===== src/rtl/sram_port_arbiter.sv =====
// Shares one synchronous SRAM port between instruction fetch (read-only) and the
// data side (read/write). One access in flight; data wins unless fetch has starved.
module sram_port_arbiter #(
  parameter int ADDR_W       = 32,
  parameter int DATA_W       = 32,
  parameter int READ_LATENCY = 1,
  parameter int MAX_STREAK   = 4
) (
  input  logic                clk,
  input  logic                rst,
  input  logic                inst_req,
  input  logic [ADDR_W-1:0]   inst_addr,
  output logic [DATA_W-1:0]   inst_rdata,
  output logic                inst_done,
  input  logic                data_req,
  input  logic [DATA_W/8-1:0] data_wen,
  input  logic [ADDR_W-1:0]   data_addr,
  input  logic [DATA_W-1:0]   data_wdata,
  output logic [DATA_W-1:0]   data_rdata,
  output logic                data_done,
  output logic                mem_en,
  output logic [DATA_W/8-1:0] mem_wen,
  output logic [ADDR_W-1:0]   mem_addr,
  output logic [DATA_W-1:0]   mem_wdata,
  input  logic [DATA_W-1:0]   mem_rdata
);
  localparam int SW = $clog2(MAX_STREAK + 1);
  localparam logic [SW-1:0] STREAK_MAX = SW'(MAX_STREAK);
  localparam logic [2:0]    LAT_INIT   = 3'(READ_LATENCY);

  typedef enum logic [1:0] {IDLE, BUSY_I, BUSY_D} state_t;

  state_t              state;
  logic [2:0]          lat_cnt;
  logic [SW-1:0]       streak;
  logic                wr_q;
  logic [DATA_W-1:0]   inst_hold, data_hold;
  logic                grant_d, grant_i, last;

  // No grant while reset is held, so every output reads 0 during reset.
  always_comb begin
    grant_d = 1'b0;
    grant_i = 1'b0;
    if (state == IDLE && rst) begin
      if (data_req && !(inst_req && streak == STREAK_MAX)) grant_d = 1'b1;
      else if (inst_req)                                   grant_i = 1'b1;
    end
  end

  always_comb begin
    mem_en    = grant_d | grant_i;
    mem_wen   = grant_d ? data_wen   : '0;
    mem_wdata = grant_d ? data_wdata : '0;
    mem_addr  = grant_d ? data_addr : (grant_i ? inst_addr : '0);
  end

  assign last       = (state != IDLE) && (lat_cnt == 3'd1);
  assign inst_done  = last && (state == BUSY_I);
  assign data_done  = last && (state == BUSY_D);
  assign inst_rdata = inst_done ? mem_rdata : inst_hold;
  assign data_rdata = (data_done && !wr_q) ? mem_rdata : data_hold;

  always_ff @(posedge clk or negedge rst) begin
    if (!rst) begin
      state     <= IDLE;
      lat_cnt   <= '0;
      streak    <= '0;
      wr_q      <= 1'b0;
      inst_hold <= '0;
      data_hold <= '0;
    end else begin
      case (state)
        IDLE: begin
          if (grant_d) begin
            state   <= BUSY_D;
            lat_cnt <= LAT_INIT;
            wr_q    <= |data_wen;
            if (!inst_req)                streak <= '0;
            else if (streak != STREAK_MAX) streak <= streak + 1'b1;
          end else if (grant_i) begin
            state   <= BUSY_I;
            lat_cnt <= LAT_INIT;
            wr_q    <= 1'b0;
            streak  <= '0;
          end
        end
        BUSY_I, BUSY_D: begin
          lat_cnt <= lat_cnt - 1'b1;
          if (lat_cnt == 3'd1) begin
            state <= IDLE;
            if (state == BUSY_I) inst_hold <= mem_rdata;
            else if (!wr_q)      data_hold <= mem_rdata;
          end
        end
        default: state <= IDLE;
      endcase
    end
  end
endmodule


===== config.mk =====
export PLATFORM = sky130hd
export DESIGN_NAME = sram_port_arbiter
export DESIGN_NICKNAME = d
export VERILOG_FILES = /design/src/rtl/sram_port_arbiter.sv
export SDC_FILE = /design/constraint.sdc
export NUM_CORES = 1
export LEC_CHECK = 0
export CORE_ASPECT_RATIO = 1.2
export CORE_MARGIN = 2
export CORE_UTILIZATION = 41
export CTS_CLUSTER_DIAMETER = 60
export CTS_CLUSTER_SIZE = 8
export DETAILED_ROUTE_END_ITERATION = 8
export GPL_ROUTABILITY_DRIVEN = 0
export PLACE_DENSITY = 0.89
export RECOVER_POWER = 25
export SKIP_CTS_REPAIR_TIMING = 1
export SYNTH_ARGS = -nofsm -noshare
export SYNTH_HDL_FRONTEND = slang
export SYNTH_SLANG_ARGS = --single-unit

===== constraint.sdc =====
create_clock -name clk -period 4.35 [get_ports clk]
set_input_delay 0.87 -clock clk [delete_from_list [all_inputs] [get_ports clk]]
set_output_delay 0.87 -clock clk [all_outputs]
set_load 0.1 [all_outputs]

==> impl_metrics.ini <==
[sta]
post-route-period-util_pct = 85.07
hold_viol = 0
worst_slew_pin_slew_ps = 1801
fmax_mhz = 270.2
slew_headroom_pct = -20.06
setup_viol = 0
slew_viol_final = 74
rsz0062_at_grt = false
finalCriticalPeriod_ps = 3700
fin_setup_tns_ps = 0
clock_skew_ps = 6.991

[global_route]
gr-total-overflow = 0
grt_start_max_net_pins = 74
grt_use_total_pct = 28.20
grt_first_pass_wirelength_um = 25140
grt_pass1_vias = 4165
antenna_found_initial = 4

[yosys]
synth-edff-count = 0
ys_types = 37
synth_most_common_cell = mux2_2
synth_top_area_cell = dfrtp_1
yosys.area.top_type_share_pct = 40.85
ys_async_sr_fraction_pct = 100.0
seq_area_frac_synth_pct = 40.85
synth.area.top_cells = dfrtp_1 (41%), mux2_2 (24%), mux2_4 (10%), a22o_1 (6.5%), and2_1 (5.2%)
synth.ff_latch_count = 73
synthCells = 353
syn_area_mm2 = 0.004472
yosys_most_used_dff = dfrtp_1
syn_nets = 496
avgSynthCellArea_um2 = 12.67
synthTopCellsByCount = mux2_2 (97), dfrtp_1 (73), and2_1 (37), a22o_1 (33), mux2_4 (30)
yosys_warnings = 0

[floorplanning]
die_height_um = 118.4
ios = 271
num_rows = 41
start_util_pct = 42.32
core_area_mm2 = 0.01057
die_x_um = 99.34
die_area_mm2 = 0.01176

[worst_setup_path]
crit_path_end_kind = primary output
critPathLaunchType = flip-flop
critPathRequiredTime_ps = 3480
cp_max_fo = 33
critical_path_arrival_ps = 2830
cpPeakStageDelay_ps = 1000
path_class = flip-flop to primary output
worst_path_max_delay_cell = and4bb_2
crit_chain = inv_1 -> ha_1 -> and4bb_2 -> mux2_2 -> buf_4

[final_layout]
syn_to_final_growth_pct = 79.24
fillers = 641
nNetsFinal = 755
drive_gt1_share_pct = 47.16

[cts]
clockBufferDepth = 2
clock_sinks = 73
clkTransAtPathRegs_ps = 50
htree_num_levels = 3
cts_root_buffer = clkbuf_16
cts_tree = done
cts_buffers = 9
clock_latency_ps = 330

[detailed_routing]
avgViaCountPerCell = 5.331
wl_per_cell_um = 22.28
drc = 0
ant_nets = 0
drt_first_pass_iters = 4
drt_iter0_drc = 178
wl_um = 16640
via_count = 3982

[placement]
port_buffers = 270
hpwl_um = 13120

[run_status]
violations = max-capacitance violations, max-slew violations
run_status = complete, but fails checks

[job]
drv_cap = 1

[worst_hold_path]
hp-class = flip-flop to flip-flop
## metal layers
metal | part of all wire (%) | GRT usage (%) | wire, um
met1 | 38 | 32.53 | 6303
met2 | 50 | 48.06 | 8295
met3 | 9.5 | 10.41 | 1573
met4 | 2.7 | 9.247 | 444
met5 | 0.14 | 0 | 23
## logic make-up after synthesis
group | Yosys count | synth area share (%)
AO/OA/AOI/OAI | 46 | 8.646
adder cells (fa/ha/maj) | 7 | 1.959
buffers and inverters | 37 | 4.841
flip-flops | 73 | 40.85
multiplexers | 128 | 34.75
AND/OR/NAND/NOR | 62 | 8.953
## area by class of cell
cell class / count / area [um2] / area share [%]
tap: 129 / 161.4 / 2.014
clock inverter: 5 / 55.05 / 0.6869
timing repair buffer: 276 / 3252 / 40.57
clock buffer: 11 / 242.7 / 3.028
multi-input combinational: 243 / 2441 / 30.46
sequential: 73 / 1827 / 22.79
antenna: 1 / 2.502 / 0.03122
inverter: 9 / 33.78 / 0.4215
## registers in the layout (all words and copies together) (netlist names)
signal,count
data_hold,32
inst_hold,32
lat_cnt,3
streak,3
state,2
wr_q,1
## through the flow
stage	cells	hold WS, ps	setup WS (ps)	utilization (%)	area (um2)
floorplan	353	474.0	538.8	-	4472
global placement	730	482.5	945.0	73.06	7721
detailed placement	730	490.1	916.3	73.06	7721
CTS	746	503.4	688.8	75.88	8019
global route	747	512.4	562.8	75.85	8015
finish	747	500.5	649.6	75.85	8015
## cells in the final DEF, fill, tap and decap left out, types with 2 or more instances in the layout
cell type / count
inv_1: 9
nand3_1: 5
o2bb2ai_1: 2
buf_4: 72
clkinvlp_4: 2
a22o_1: 33
clkbuf_16: 9
clkinv_2: 2
nor2_1: 2
and2_1: 37
nand2_1: 4
buf_12: 68
mux2_4: 30
a31o_2: 2
ha_1: 7
clkbuf_1: 2
nor3_1: 2
a31oi_1: 2
dfrtp_1: 73
clkdlybuf4s50_1: 134
mux2_2: 97
## path summary, 6_finish.rpt
kind | from | endpoint | slack, ps | cells after the start
max in group asynchronous | rst | inst_hold[0] | 2000 | 2
hold / removal | inst_hold[3] | inst_hold[3] | 500 | 1
setup / recovery | state[0] | inst_rdata[8] | 650 | 5
setup reg to reg | state[0] | data_hold[12] | 2080 | 4
min in group asynchronous | rst | lat_cnt[0] | 1290 | 2
hold reg to reg | inst_hold[3] | inst_hold[3] | 500 | 1
## worst max-delay path: cells and delay by family, from the launching register on
family	cells	cell delay, ps
adder cells (fa/ha/maj)	1	330
AND/OR/NAND/NOR	1	1000
flip-flops	1	360
buffers and inverters	2	320
multiplexers	1	430
Power is not shown: default switching activity piles up to over one toggle a cycle in this logic, so the estimate is an artifact.
==> edit 1 (config.mk and constraints unchanged) <==
Change the parameter `DATA_W` from 32 to 36.
--- a/src/rtl/sram_port_arbiter.sv
+++ b/src/rtl/sram_port_arbiter.sv
@@ -3,5 +3,5 @@
 module sram_port_arbiter #(
   parameter int ADDR_W       = 32,
-  parameter int DATA_W       = 32,
+  parameter int DATA_W       = 36,
   parameter int READ_LATENCY = 1,
   parameter int MAX_STREAK   = 4
Interface: changed (5 resized); port bits go from 271 to 291. No check against the original RTL was run, so the function may have changed too.
==> edit 1 against the original RTL <==
The flow still finishes with violations (capacitance limit, slew limit). Sequential cell count is 8 higher. Fmax barely moved. Final area is 8.8% higher. Area after synthesis increased by 8.4%. Setup slack better by 0.0011 ns. Routed wire length grew 14%. Worst hold slack worse by 0.11 ns. Largest cell class unchanged. Highest routed layer unchanged.
Power is not shown: default switching activity piles up to over one toggle a cycle in this logic, so the estimate is an artifact.
==> edit 1: results (changes against the original RTL) <==
* Vias in the first global route at 4563 (+9.6%)
* Synth top area cells: dfrtp_1 42%, mux2_2 26%, mux2_4 9.3%, a22o_1 6.0%, and2_1 5.3%
* Share of post-route cells with drive strength above 1 at 48.6% (+1.4 points)
* FILL cells at 727 (+13%)
* Worst slew margin at -15.3% (+4.8 points)
* CP peak stage delay at 0.46 ns (-0.54 ns)
* Pins Over Slew Limit at 69 (-6.8%)
* Ant diodes at 0 (-1)
* Clock tree cell share of total cell area at 3.13% (-0.59 points)
* Yosys reg bits at 81 (+11%)
* Setup slack, reg-to-reg at 1.74 ns (-0.34 ns)
* Synth Net Count at 533 (+7.5%)
* Clock Skew at 0.00642 ns (-0.000570 ns)
* Post-synth cell types at 36 (-2.7%)
* Clock tree buffer depth at 2 (unchanged)
* Initial antenna violation count at 3 (-1)
* Top_reg_cell synth: dfrtp_1
* Sequential share of the synthesized area at 41.8% (+0.97 points)
* Gr usage total at 29.6% (+1.4 points)
* Crit path max fanout at 36 (+9.1%)
* Final non-clock buffer share at 40.4% (-0.19 points)
* Via count at 4389 (+10%)
* Global-route wire length before repair at 27200 um (+8.3%)
* Critical path endpoint: data_rdata[12]
* Largest net degree at the start of global routing at 75 (+1.4%)
* Multi-input logic area at 2670 um^2 (+9.3%)
* Reg-to-reg endpoint: inst_hold[27]
* CP top delay family: buffers and inverters
* Cts bufs inserted at 9 (unchanged)
* Number of DRC markers in iteration 0 at 131 (-26%)
* Final #Nets at 813 (+7.7%)
* Worst R2R Path Depth at 5 (+1)
* Hold WC Path Type: input port to async pin
* Seq. cell area at 2030 um^2 (+11%)
* Max capacitance violation total at 1 (unchanged)
* Multi-In Gates at 264 (+8.6%)
* Port buffer count at 290 (+7.4%)
* Largest regs: data_hold: 36 flops, inst_hold: 36 flops
* Post-detail-place hpwl at 15100 um (+15%)
* Crit path max-delay cell type: buf_4
* Routed WL at 19000 um (+14%)
* Commonest cells in the netlist: 114 x mux2_2, 81 x dfrtp_1, 41 x and2_1
* H-tree Lvls at 3 (unchanged)
* Status: finished with violations
* Buffers excl. clock at 297 (+7.6%)
* Violated checks: capacitance limit, slew limit
[edit 1: cells by family after synthesis]
group / Yosys count / share of synthesized area [%]
multiplexers: 144 / 35.8
flip-flops: 81 / 41.8
AND/OR/NAND/NOR: 64 / 8.39
AO/OA/AOI/OAI: 49 / 8.36
buffers and inverters: 37 / 3.85
adder cells (fa/ha/maj): 7 / 1.81
[edit 1: metal layers]
metal  share of wire (%)  vias up  global-route usage, %
met5                0.22        -                      0
li1                    -     1955                      -
met3                  11       46                   11.2
met2                  50      243                   49.9
met1                  37     2139                   34.3
met4                 2.6        6                   10.0
[edit 1: through the flow]
stage          std cells  hold slack (ns)  worst slack (ns)  utilization [%]  area (um^2)
3_5_place_dp         808            0.490             0.836             73.0         8450
3_3_place_gp         808            0.483             0.937             73.0         8450
5_1_grt              824            0.395             0.586             75.4         8720
2_1_floorplan        382            0.475             0.970                -         4850
6_report             824            0.388             0.651             75.4         8720
4_1_cts              824            0.386             0.640             75.4         8720
==> edit 2 (same settings) <==
Without the edit above. The 3 states of `state_t` get a one-hot encoding in 3 bits.
--- a/src/rtl/sram_port_arbiter.sv
+++ b/src/rtl/sram_port_arbiter.sv
@@ -29,5 +29,5 @@
   localparam logic [2:0]    LAT_INIT   = 3'(READ_LATENCY);
 
-  typedef enum logic [1:0] {IDLE, BUSY_I, BUSY_D} state_t;
+  typedef enum logic [2:0] {IDLE = 3'b001, BUSY_I = 3'b010, BUSY_D = 3'b100} state_t;
 
   state_t              state;
Check against the original RTL: same outputs for any inputs over 4 cycles, from zero or initial values and one cycle with rst low; so few cycles prove little.
==> edit 2 against the original RTL <==
The run still ends with capacitance limit, slew limit left. Final area up 6.9%. Clock skew decreased by 0.0040 ns. Die area rose by 12%. Area after synthesis increased by 12%. Sequential cell count increased by 1. Routed wire length decreased by 9.1%. Setup slack got worse by 0.24 ns. Critical path type unchanged. Critical endpoint is now inst_rdata[11].
==> edit 2: results (changes against the original RTL) <==
* Status: finished with violations
* Violated checks: capacitance limit, slew limit
* TritonRoute pass-1 iters at 5 (+1)
* Setup slack, reg-to-reg at 1.73 ns (-0.35 ns)
* Clock Skew at 0.00295 ns (-0.00404 ns)
* Number of DRC markers in iteration 0 at 220 (+24%)
* Clock tree buffer depth at 2 (unchanged)
* Routed wl met2 at 8290 um (about the same)
* H-tree Lvls at 3 (unchanged)
* Leak pwr at 4.02 nW
* Vias in the first global route at 4559 (+9.5%)
* Global-route wire length before repair at 24300 um (-3.2%)
* Largest net degree at the start of global routing at 76 (+2.7%)
* Number of enable flip-flop cells after synthesis at 0 (unchanged)
* Gr usage total at 23.0% (-5.2 points)
* Final #Nets at 814 (+7.8%)
* Worst slew margin at -21.3% (-1.3 points)
* Wire length on met3 at 1040 um (-34%)
* Routed WL per cell at 18.0 um (-19%)
* Timing startpoint of the critical path: lat_cnt[1]
* Sequential share of the synthesized area at 36.9% (-3.9 points)
* M1 WL at 5570 um (-12%)
* Hold Crit Start: inst_hold[7]
* Hold Crit Depth at 1 (unchanged)
* Synth Net Count at 565 (+14%)
* Initial antenna violation count at 1 (-3)
* Post-detail-place hpwl at 11600 um (-12%)
* # setup viols final at 0 (unchanged)
* Crit path max-delay cell type: or3b_4
* Internal power at 2.94 mW
* Arrival @ worst endpoint at 3.07 ns (+0.24 ns)
* Synth top area cells: dfrtp_1 36%, mux2_4 33%, nand3_1 6.5%, and2_1 4.5%, mux2_2 4.5%
* Commonest cells in the netlist: 109 x mux2_4, 73 x dfrtp_1, 65 x nand3_1
* Vias/cell at 5.10 (-4.3%)
* Pins Over Slew Limit at 76 (+2.7%)
* Worst R2R Path Depth at 6 (+2)
* Reg-to-reg endpoint: inst_hold[14]
* Warnings from Yosys at 0 (unchanged)
* Share of post-route cells with drive strength above 1 at 42.6% (-4.5 points)
* Top Layer Used: met4
* Crit path max fanout at 53 (+61%)
* Async SR Flop Fraction at 100% (unchanged)
* CTS root buffer: clkbuf_16
* Post-synth cell types at 39 (+5.4%)
* CP peak stage delay at 0.75 ns (-0.25 ns)
* Max capacitance violation total at 1 (unchanged)
* Critical path endpoint: inst_rdata[11]
[edit 2: worst min path at each step]
stage / to / slack [ns]
after global placement: inst_hold[7] / 0.49
after global routing: inst_hold[10] / 0.51
after detailed placement: inst_hold[11] / 0.50
after CTS: inst_hold[2] / 0.51
final: inst_hold[7] / 0.51
after floorplan: wr_q / 0.47
[edit 2: cells by family after synthesis]
group	after synthesis	share of synthesized area (%)
compound gates	48	5.56
xor+xnor	1	0.175
fa+ha+maj	4	0.998
buf+inv	47	5.56
flops	74	36.9
mux	130	37.3
simple gates	121	13.5
[edit 2: metal layers]
metal	up-vias	GRT usage, %
met2	202	42.8
met5	-	0
met4	0	5.25
met3	13	5.89
li1	2014	-
met1	2057	26.1
[edit 2: final cells by class]
cell class | instances | area, um^2
tap | 161 | 201
fill | 799 | 3430
clock buffer | 13 | 260
antenna | 1 | 2.50
sequential | 74 | 1850
multi-input combinational | 304 | 2890
clock inverter | 2 | 60.1
inverter | 8 | 30.0
timing repair buffer | 277 | 3270
[edit 2: per-stage QoR]
stage	utilization (%)	total power, mW	setup slack (ns)	cells	cell area, um^2
2_1_floorplan	-	4.72	0.357	425	5020
3_3_place_gp	68.8	5.60	0.829	824	8260
3_5_place_dp	68.8	5.69	0.764	824	8260
4_1_cts	71.5	6.52	0.403	839	8580
5_1_grt	71.4	6.69	0.303	839	8570
6_report	71.4	6.48	0.405	840	8570
[edit 2: power by group through the flow]
| stage | Clock [mW] | Combinational, mW | Sequential (mW) |
|---|---|---|---|
| after floorplan | 0 | 3.60 | 1.12 |
| after global routing | 0.852 | 4.62 | 1.22 |
| final | 0.796 | 4.50 | 1.18 |
| after detailed placement | 0 | 4.51 | 1.19 |
| after global placement | 0 | 4.45 | 1.15 |
| after CTS | 0.815 | 4.52 | 1.18 |
